[src/rtl/plic_gateway.sv]
// PLIC interrupt gateway: synchronizes raw sources, detects edges, keeps a
// saturating per-source edge counter, and runs a per-source
// IDLE -> PEND -> INFL handshake with the core's claim/complete strobes.
// Source 0 is reserved and never requests.
module plic_gateway #(
  parameter int IRQ_NUM   = 32,
  parameter int IRQ_WIDTH = 5,
  parameter int CNT_WIDTH = 4
) (
  input  logic                 clk_i,
  input  logic                 rst_i,
  input  logic [IRQ_NUM-1:0]   irq_i,
  input  logic [IRQ_NUM-1:0]   tm_i,
  input  logic                 en_i,
  input  logic                 clam_i,
  input  logic [IRQ_WIDTH-1:0] clam_id_i,
  input  logic                 comp_i,
  input  logic [IRQ_WIDTH-1:0] comp_id_i,
  output logic [IRQ_NUM-1:0]   req_o,
  output logic [IRQ_NUM-1:0]   busy_o,
  output logic [IRQ_NUM-1:0]   ovf_o
);

  typedef enum logic [1:0] {
    ST_IDLE = 2'd0,
    ST_PEND = 2'd1,
    ST_INFL = 2'd2
  } state_e;

  localparam logic [CNT_WIDTH:0] CNT_MAX = {1'b0, {CNT_WIDTH{1'b1}}};

  logic [IRQ_NUM-1:0]   sync1_q;
  logic [IRQ_NUM-1:0]   sync2_q;
  logic [IRQ_NUM-1:0]   sdly_q;
  logic [IRQ_NUM-1:0]   rise;
  logic [IRQ_NUM-1:0]   fwd;
  state_e               st_q  [IRQ_NUM];
  state_e               st_d  [IRQ_NUM];
  logic [CNT_WIDTH-1:0] cnt_q [IRQ_NUM];
  logic [CNT_WIDTH-1:0] cnt_d [IRQ_NUM];
  logic [IRQ_NUM-1:0]   ovf_q;
  logic [IRQ_NUM-1:0]   ovf_d;
  logic [IRQ_NUM-1:0]   req_q;
  logic [IRQ_NUM-1:0]   busy_q;

  // Next-state for every source: forward decision, handshake FSM, edge counter.
  always_comb begin
    logic [CNT_WIDTH:0] sum;
    sum  = '0;
    rise = sync2_q & ~sdly_q;
    fwd  = '0;
    for (int i = 0; i < IRQ_NUM; i++) begin
      st_d[i]  = st_q[i];
      cnt_d[i] = cnt_q[i];
      ovf_d[i] = ovf_q[i];
    end
    for (int i = 1; i < IRQ_NUM; i++) begin
      // A pending edge count or a fresh rise forwards in edge mode;
      // the synchronized level forwards in level mode.
      fwd[i] = (st_q[i] == ST_IDLE) & en_i &
               (tm_i[i] ? ((cnt_q[i] != '0) | rise[i]) : sync2_q[i]);

      case (st_q[i])
        ST_IDLE: if (fwd[i]) st_d[i] = ST_PEND;
        ST_PEND: if (clam_i && (clam_id_i == IRQ_WIDTH'(i))) st_d[i] = ST_INFL;
        ST_INFL: if (comp_i && (comp_id_i == IRQ_WIDTH'(i))) st_d[i] = ST_IDLE;
        default: st_d[i] = ST_IDLE;
      endcase

      // Edges are counted in every state; the forward consumes one count.
      // fwd in edge mode implies cnt!=0 or rise, so the sum cannot underflow.
      if (!tm_i[i]) begin
        cnt_d[i] = '0;
      end else begin
        sum = {1'b0, cnt_q[i]} + {{CNT_WIDTH{1'b0}}, rise[i]}
                               - {{CNT_WIDTH{1'b0}}, fwd[i]};
        if (sum > CNT_MAX) begin
          cnt_d[i] = CNT_MAX[CNT_WIDTH-1:0];
          ovf_d[i] = 1'b1;
        end else begin
          cnt_d[i] = sum[CNT_WIDTH-1:0];
        end
      end
    end
    // Reserved source 0 never leaves IDLE and never counts.
    st_d[0]  = ST_IDLE;
    cnt_d[0] = '0;
    ovf_d[0] = 1'b0;
  end

  // Synchronizers, per-source state and registered outputs.
  always_ff @(posedge clk_i) begin
    if (rst_i) begin
      sync1_q <= '0;
      sync2_q <= '0;
      sdly_q  <= '0;
      ovf_q   <= '0;
      req_q   <= '0;
      busy_q  <= '0;
      for (int i = 0; i < IRQ_NUM; i++) begin
        st_q[i]  <= ST_IDLE;
        cnt_q[i] <= '0;
      end
    end else begin
      sync1_q <= irq_i;
      sync2_q <= sync1_q;
      sdly_q  <= sync2_q;
      ovf_q   <= ovf_d;
      for (int i = 0; i < IRQ_NUM; i++) begin
        st_q[i]   <= st_d[i];
        cnt_q[i]  <= cnt_d[i];
        req_q[i]  <= (st_d[i] == ST_PEND);
        busy_q[i] <= (st_d[i] == ST_INFL);
      end
    end
  end

  assign req_o  = req_q;
  assign busy_o = busy_q;
  assign ovf_o  = ovf_q;

endmodule

[config.mk]
export PLATFORM = sky130hd
export DESIGN_NAME = plic_gateway
export DESIGN_NICKNAME = d
export VERILOG_FILES = /design/src/rtl/plic_gateway.sv
export SDC_FILE = /design/constraint.sdc
export NUM_CORES = 1
export LEC_CHECK = 0
export ABC_AREA = 1
export BUFFER_PORTS_ARGS = -buffer_cell sky130_fd_sc_hd__buf_2
export CORE_MARGIN = 2
export CORE_UTILIZATION = 55
export CTS_BUF_LIST = sky130_fd_sc_hd__clkbuf_16
export DETAILED_ROUTE_END_ITERATION = 10
export PLACE_DENSITY = 0.76
export SLEW_MARGIN = 20
export SYNTH_ARGS = -nofsm -noshare
export SYNTH_HDL_FRONTEND = slang
export SYNTH_SLANG_ARGS = --single-unit
[constraint.sdc]
create_clock -name clk_i -period 3.8 [get_ports clk_i]
set_input_delay 0.76 -clock clk_i [delete_from_list [all_inputs] [get_ports clk_i]]
set_output_delay 0.76 -clock clk_i [all_outputs]
set_load 0.01 [all_outputs]
Word level (Yosys, flattened, before mapping)
Memories as Yosys holds them, arrays and structs flattened.
Cells that the tools add are included.

cells by class
  bitwise logic cells = 159
  reduce and logical (&&, ||, !) cells = 155
  equal/unequal tests = 186
  magnitude comparators = 31
  mux-type cells = 284
  add/sub/neg operators = 62

operator list
  operator                                             number
  two-way mux 4 bit                                    94
  two-way mux 2 bit                                    125
  case mux 2 bit (3 select lines)                      31
  equality test 5 bit, second input constant           32
  adder 4 x 1 -> 5 bit                                 31
  > comparator 5 x 4 -> 1 bit, second input constant   31
  subtractor 5 x 1 -> 5 bit                            31
  equality test 2 x 1 -> 1 bit, second input constant  62
  equality test 2 bit, second input constant           62
  nonzero test 4 bit                                   31
  bitwise OR 1 bit                                     95
  equality test 5 x 4 -> 1 bit, second input constant  16
  AND 1 bit                                            62
  logical AND 1 bit                                    62
  logical NOT 2 bit                                    31
  AND reduction 2 bit                                  31
  equality test 5 x 3 -> 1 bit, second input constant  8
  two-way mux 1 bit                                    34
  AND 32 bit                                           1
  inverter 32 bit                                      1
  equality test 5 x 2 -> 1 bit, second input constant  4
  equality test 5 x 1 -> 1 bit, second input constant  2

storage, ports and cells
  memories kept = 2
  logic and storage cells = 918
  output and inout port bits = 96
  RAM bits = 192
  flip-flop bits (word level) = 192

memories
  name   words  width  rd ports  clocked after memory_dff  wr ports  RTL line  source
  cnt_q  32     4      31        0                         32        39        logic [CNT_WIDTH-1:0] cnt_q [IRQ_NUM];
  st_q   32     2      31        0                         32        37        state_e st_q [IRQ_NUM];

Logic depth before layout (Yosys ltp)
Gate-level depths: netlist of run 1.

  depth after elaboration = 10
  mapped depth = 18
  depth with buffers taken out = 18

Worst setup path after synthesis of run 1
OpenSTA, ideal clock, no wires.

  path type = input to register
  start = in en_i
  end = mem cnt_q[8][0] (netlist: cnt_q[0][32])
  data arrival time = 2433 ps
  stages = 16
  required time = 3680 ps
  setup slack = 1247 ps
  path through = buf_2 nand3_1 nor2_1 nand2_1 inv_1 ha_1 inv_1 ha_1 inv_1 fa_1 inv_1 nand3_1 nand2_1 nand2_1 nand3_1 nand2_1

RTL lines
  item             RTL line  source
  start, declared  14        input logic en_i,
  end, declared    39

==> results_dict.tcl, run 1 <==
set metrics [dict create \
    h-tree-depth 2 \
    ys_ff_latch 372 \
    io_pins 175 \
    final_cell_mix "624 x nand2_1, 580 x inv_1, 372 x dfxtp_1" \
    period_share 0.681 \
    status "finished, final reports clean" \
    fillers 3039 \
    cp-start-kind "input pin" \
    globalRouteOverflowTotal 0 \
    whs_ns 0.400 \
    synth_xor_xnor_area_share 0 \
    via_count 16700 \
    crit_fanout 31 \
    synth_area_sq_um 19400 \
    viasPerCell 4.99 \
    crit_arrival_ns 2.99 \
    p_total_mw 15.9 \
    hold_path_class "flop to flop" \
    antenna_left 0 \
    drv_slew 0 \
    synthAdderAreaFrac 0.152 \
    nets 3152 \
    timing.slew.headroom 0.362 \
    power_density_nw_per_um2 727 \
    synth_top_area_frac 0.384 \
    rsz0062_at_grt "no" \
    dp_cells 3268 \
    hold_viol_final 0 \
    wl_per_cell_um 13.3 \
    ys_seq_area_frac 0.384 \
    cp-end-kind "flop" \
    fmax_mhz 386 \
    clkTransAtPathRegs_ns 0.06 \
    grt_max_degree 125 \
    synth_compound_area_frac 0.0560 \
    leakage_nw 11.6 \
    clkSinkCount 372 \
    post_cts_buffers 0 \
    final_cells 3344 \
    worstSkewPairLatency_ns 0.52 \
    yosys.area_share.simple 0.285 \
    area_growth_pct 13.1 \
    max_slew.worst_pin.slew_ns 0.956 \
    holdBufCountCts 0 \
    synth_top_family_by_area "simple AND/OR/NAND/NOR gates" \
    cts_tree "built" \
    max-cap-violations 0 \
    layout_commonest_cell "nand2_1" \
    cts_buffers 41 \
    port_buffers 169 \
    required_ns 4.20 \
    core_area_sq_um 34600 \
    crit_type "input pin to flop" \
    routed_wl_mm 44.3 \
    gp_congestion 0.895 \
    drive_gt1_frac 0.112 \
    finalSetupViolCount 0 \
    peakVddDrop_mv 0.505 \
    drc 0 \
    antenna_found_initial 9 \
    drt_iter0_drc 772 \
    synth_cell_type_count 23 \
    cts-root-buf "clkbuf_16" \
    drtPass1Iterations 5 \
    placementRows 68 \
    synth-edff-count 0 \
    dp_hpwl_mm 33.6 \
    ys_async_sr_fraction 0 \
    dieHeight_um 192 \
    synth_top_area_cell "dfxtp_1" \
    synth_area_leaders "dfxtp_1 38%, nand2_1 12%, ha_1 12%" \
    synthFlopType "dfxtp_1" \
    grt_pass1_vias 16200 \
    setup-tns-final_ns 0 \
    cts_resized 0 \
    dieArea_sq_um 36800 \
    fin_crit_ns 2.59 \
    fin_skew_ns 0.0122 \
    grt_pass1_wl_mm 72.5 \
    grtUsageTotal 0.241 \
    syn_area_per_cell_sq_um 7.27 \
    syn_inst 2670 \
    placed_area_sq_um 20700 \
    cts_buffer_depth 3 \
    yosys_warnings 0 \
    fp.dieW_um 192 \
    postLayoutCellArea_sq_um 21900 \
    synthMuxAreaShare 0 \
    start_util 0.560 \
]
==> kinds of logic (layout without fill, tap and decap cells) <==
group	count (synthesis)	count (layout)
other	1	7
AOI/OAI and AO/OA	217	217
and+or+nand+nor	1253	1253
buffers and inverters	610	823
DFF	372	372
adders and majority gates	217	217
==> metal layers <==
metal / GRT usage / wire length [um]
met5: 0 / 66
met4: 0.0926 / 1620
met3: 0.0486 / 2680
met2: 0.420 / 20800
met1: 0.293 / 19200
==> layout make-up <==
type	instances	area, sq um	share of cell area
Timing Repair Buffer	173	920	0.0419
Sequential cell	372	7450	0.339
Inverter	578	2170	0.0991
Clock buffer	41	1030	0.0468
Tap cell	455	569	0.0259
Antenna cell	4	10.0	0.000456
Multi-Input combinational cell	1690	9570	0.436
Clock inverter	31	224	0.0102
==> synthesized netlist by cell type, types with 3 or more instances <==
library cell / count
buf_6: 8
buf_4: 3
dfxtp_1: 372
nand3_2: 20
o21ai_1: 25
inv_1: 575
fa_1: 31
nor2_2: 7
nand3b_1: 9
nor2_4: 29
ha_1: 186
nand2_1: 624
or2_2: 31
o21ai_0: 6
clkbuf_1: 3
a21oi_1: 186
nand3_1: 278
buf_2: 18
nor2_1: 253
==> critical path, cell delays in order <==
cell     delay (ns)
buf_2          0.10
buf_12         0.21
nand3_1        0.16
nor2_1         0.11
nand2_1        0.12
inv_1          0.09
ha_1           0.23
inv_1          0.06
ha_1           0.15
inv_1          0.05
fa_1           0.35
inv_1          0.09
nand3_1        0.10
nand2_1        0.08
nand2_1        0.04
nand3_1        0.17
nand2_1        0.09
==> per-stage QoR <==
| step | util | worst slack (ns) |
|---|---|---|
| 4_1_cts | 0.633 | 1.21 |
| 3_5_place_dp | 0.597 | 0.667 |
| 3_3_place_gp | 0.597 | 0.723 |
| 2_1_floorplan | - | 1.25 |
| 6_report | 0.634 | 1.21 |
| 5_1_grt | 0.634 | 0.943 |
==> where the power goes <==
group          internal, mW  leakage [nW]  switching (mW)
clock network          2.16         0.639            1.58
registers              4.80          3.07           0.573
logic                  2.67          7.85            4.17
total                  9.63          11.6            6.31
==> path summary, 6_finish.rpt <==
kind | to | depth (start not counted) | start | slack [ns]
hold / removal | sync2_q[7]$_SDFF_PP0_ | 2 | sync1_q[7]$_SDFF_PP0_ | 0.40
setup reg to reg | cnt_q[0][64]$_SDFF_PP0_ | 18 | cnt_q[0][67]$_SDFF_PP0_ | 1.23
hold reg to reg | sync2_q[7]$_SDFF_PP0_ | 2 | sync1_q[7]$_SDFF_PP0_ | 0.40
setup / recovery | cnt_q[0][64]$_SDFF_PP0_ | 17 | en_i | 1.21
==> registers in the layout, summed over array words and instances, names as in the netlist <==
name     cells
sync1_q     31
sdly_q      31
st_q        62
ovf_o       31
cnt_q      124
sync2_q     31
req_o       31
busy_o      31
(Power assumes the default switching activity.)
==> run 2: changes to the inputs <==
--- a/config.mk
+++ b/config.mk
@@ -8,10 +8,10 @@
 export ABC_AREA = 1
 export BUFFER_PORTS_ARGS = -buffer_cell sky130_fd_sc_hd__buf_2
 export CORE_MARGIN = 2
-export CORE_UTILIZATION = 55
+export CORE_UTILIZATION = 54
 export CTS_BUF_LIST = sky130_fd_sc_hd__clkbuf_16
 export DETAILED_ROUTE_END_ITERATION = 10
-export PLACE_DENSITY = 0.76
+export PLACE_DENSITY = 0.77
 export SLEW_MARGIN = 20
 export SYNTH_ARGS = -nofsm -noshare
 export SYNTH_HDL_FRONTEND = slang
==> constraint.sdc (replaced) <==
create_clock -name clk_i -period 2.15 [get_ports clk_i]
set_input_delay 0.43 -clock clk_i [delete_from_list [all_inputs] [get_ports clk_i]]
set_output_delay 0.43 -clock clk_i [all_outputs]
set_load 0.01 [all_outputs]
==> run 2 against run 1 <==
  * The flow now finishes with violations (negative setup slack)
  * Worst hold slack worse by 0.35 ns
  * Clock skew increased by 0.0024 ns
  * Global-route usage grew 7.9 points
  * Critical path depth grew 1
  * Via count rose by 31%
  * Design area is 29% higher
  * Utilization is 17 points higher
  * Count of clock-buffer cells in the layout is 2 higher
  * Non-clock buffer count increased by 516
  * Routed wire length grew 71%
  * Critical endpoint is now cnt_q[0][46]$_SDFF_PP0_
  * Largest cell class unchanged
  * Highest routed layer unchanged
==> results_dict.tcl, run 2 (synthesis gave the netlist of run 1 again) <==
set metrics [dict create \
    fillers 1901 \
    final_cell_mix "506 x buf_4, 483 x nand2_1, 413 x inv_1" \
    power_density_nw_per_um2 1420 \
    grtUsageTotal 0.320 \
    drc 0 \
    worst-path-buf-inv 5 \
    failed_checks "negative setup slack" \
    start_util 0.547 \
    gp_congestion 0.873 \
    worstSkewPairLatency_ns 0.58 \
    fmax_mhz 391 \
    min_delay_path_depth 3 \
    largest_register_ffs 124 \
    fin_crit_ns 2.56 \
    port_buffers 169 \
    via_count 21900 \
    timing.slew.headroom 0.577 \
    worstReg2RegEnd "cnt_q[0][46]$_SDFF_PP0_" \
    fin_ws_ns -0.406 \
    placementRows 69 \
    grt_max_degree 62 \
    crit_chain "inv_2 > ha_4 > nand2_2 > nor2_2 > nand2_1 > nand2_1 > inv_1 > ha_1 > inv_1 > ha_2 > inv_2 > fa_2 > inv_2 > nand3_4 > nand2_2 > nand2_2 > nand3_4 > nand2_1" \
    max_stage_delay_ns 0.34 \
    drive_gt1_frac 0.429 \
    required_ns 2.62 \
    crit_fanout 5 \
    clkSinkCount 372 \
    cts_buffer_depth 3 \
    dieArea_sq_um 37500 \
    dieHeight_um 194 \
    dp_hpwl_mm 36.1 \
    crit_family "adder cells" \
    cts-root-buf "clkbuf_16" \
    fp.dieW_um 194 \
    viasPerCell 5.65 \
    cp-end-kind "flop" \
    hp-start "irq_i[19]" \
    final_cells 3872 \
    drt_iter0_drc 2162 \
    finalSetupViolCount 159 \
    peakVddDrop_mv 0.953 \
    leakage_nw 14.1 \
    crit_type "flop to flop" \
    rrSetupSlack_ns -0.41 \
    cp-start-kind "flop" \
    drv_slew 0 \
    globalRouteOverflowTotal 0 \
    grt_pass1_wl_mm 98.8 \
    cts_tree "built" \
    wl_per_cell_um 19.6 \
    period_share 1.19 \
    status "complete, but fails checks" \
    drtPass1Iterations 8 \
    antenna_left 0 \
    fin_skew_ns 0.0146 \
    routed_wl_mm 75.8 \
    cpMaxStageDelayCell "dfxtp_2" \
    max-cap-violations 0 \
    nets 3668 \
    hold_path_end "sync1_q[19]$_SDFF_PP0_" \
    hold_path_class "input pin to flop" \
    antenna_found_initial 12 \
    grt_pass1_vias 21300 \
    rsz0062_at_grt "yes" \
    layout_commonest_cell "buf_4" \
    top_regs "cnt_q x124, st_q x62" \
    cts_buffers 41 \
    setup-tns-final_ns -30.95 \
    regMostFlops "cnt_q" \
    dp_cells 3479 \
    io_pins 175 \
    crit_arrival_ns 3.02 \
    reg2reg_depth 18 \
    clkTransAtPathRegs_ns 0.07 \
    crit-reg2reg-launch "cnt_q[0][47]$_SDFF_PP0_" \
    hold_viol_final 0 \
    h-tree-depth 2 \
    core_area_sq_um 35500 \
    area_growth_pct 46.1 \
    max_slew.worst_pin.slew_ns 0.632 \
]
-- run 2: cell count changes in the layout (fill, tap and decap cells not counted), moves of 32 or more --
cell     delta
nand2_2   +138
inv_1     -167
a21oi_1    -32
dfxtp_2    +57
ha_4       +74
ha_1       -86
buf_4     +505
inv_2     +159
nand2_1   -141
dfxtp_1    -58
nand3_2    +47
nand3_1    -74
-- run 2: what timing repair did --
item	CTS	global route
pin swaps	123	241
endpoints found under the setup margin	155	191
setup buffers	299	69
gates resized for setup	334	363
hold buffers	0	0
-- run 2: how the worst max path moves through the flow --
stage / cells past startpoint / start / endpoint
6_report: 18 / cnt_q[0][47]$_SDFF_PP0_ / cnt_q[0][46]$_SDFF_PP0_
5_1_grt: 18 / cnt_q[0][46]$_SDFF_PP0_ / ovf_o[11]$_SDFFE_PP0P_
4_1_cts: 17 / cnt_q[0][83]$_SDFF_PP0_ / cnt_q[0][80]$_SDFF_PP0_
3_5_place_dp: 17 / en_i / cnt_q[0][103]$_SDFF_PP0_
3_3_place_gp: 17 / en_i / ovf_o[14]$_SDFFE_PP0P_
2_1_floorplan: 17 / cnt_q[0][18]$_SDFF_PP0_ / cnt_q[0][16]$_SDFF_PP0_
-- run 2: per-layer routing --
metal | up-vias | GRT usage | routed length, um | part of all wire
li1 | 9604 | - | - | -
met1 | 10200 | 0.340 | 26000 | 0.34
met2 | 1471 | 0.576 | 36400 | 0.48
met3 | 587 | 0.0732 | 6710 | 0.089
met4 | 4 | 0.195 | 6610 | 0.087
met5 | - | 0 | 31 | 0.00041
-- run 2: final cells by class --
| class | count | area (sq um) | share of cell area |
|---|---|---|---|
| Inverter | 578 | 2200 | 0.0778 |
| Tap cell | 461 | 577 | 0.0204 |
| Timing Repair Buffer | 689 | 4840 | 0.171 |
| Multi-Input combinational cell | 1690 | 11800 | 0.418 |
| Antenna cell | 11 | 27.5 | 0.000971 |
| Clock inverter | 28 | 256 | 0.00905 |
| Clock buffer | 43 | 1080 | 0.0380 |
| Sequential cell | 372 | 7520 | 0.265 |
-- run 2: worst min-delay path, cell delays in order --
cell	delay, ns
buf_2	0.08
inv_1	0.03
nor2_1	0.06
-- run 2: through the flow --
| stage | utilization | setup WS [ns] | total power, mW | cell area (sq um) | hold slack [ns] |
|---|---|---|---|---|---|
| finish | 0.799 | -0.406 | 40.1 | 28300 | 0.0507 |
| global route | 0.798 | -0.503 | 42.2 | 28300 | 0.0643 |
| CTS | 0.754 | -0.221 | 34.2 | 26800 | 0.0433 |
| detailed placement | 0.630 | -0.479 | 23.5 | 22400 | 0.394 |
| global placement | 0.630 | -0.373 | 22.5 | 22400 | 0.389 |
| floorplan | - | 0.00161 | 19.0 | 19600 | 0.388 |
-- run 2: report_power, final --
part / internal [mW] / switching (mW) / leakage [nW]
registers: 8.59 / 1.15 / 3.08
logic: 10.1 / 12.9 / 10.3
clock network: 4.21 / 3.16 / 0.692
total: 22.9 / 17.2 / 14.1
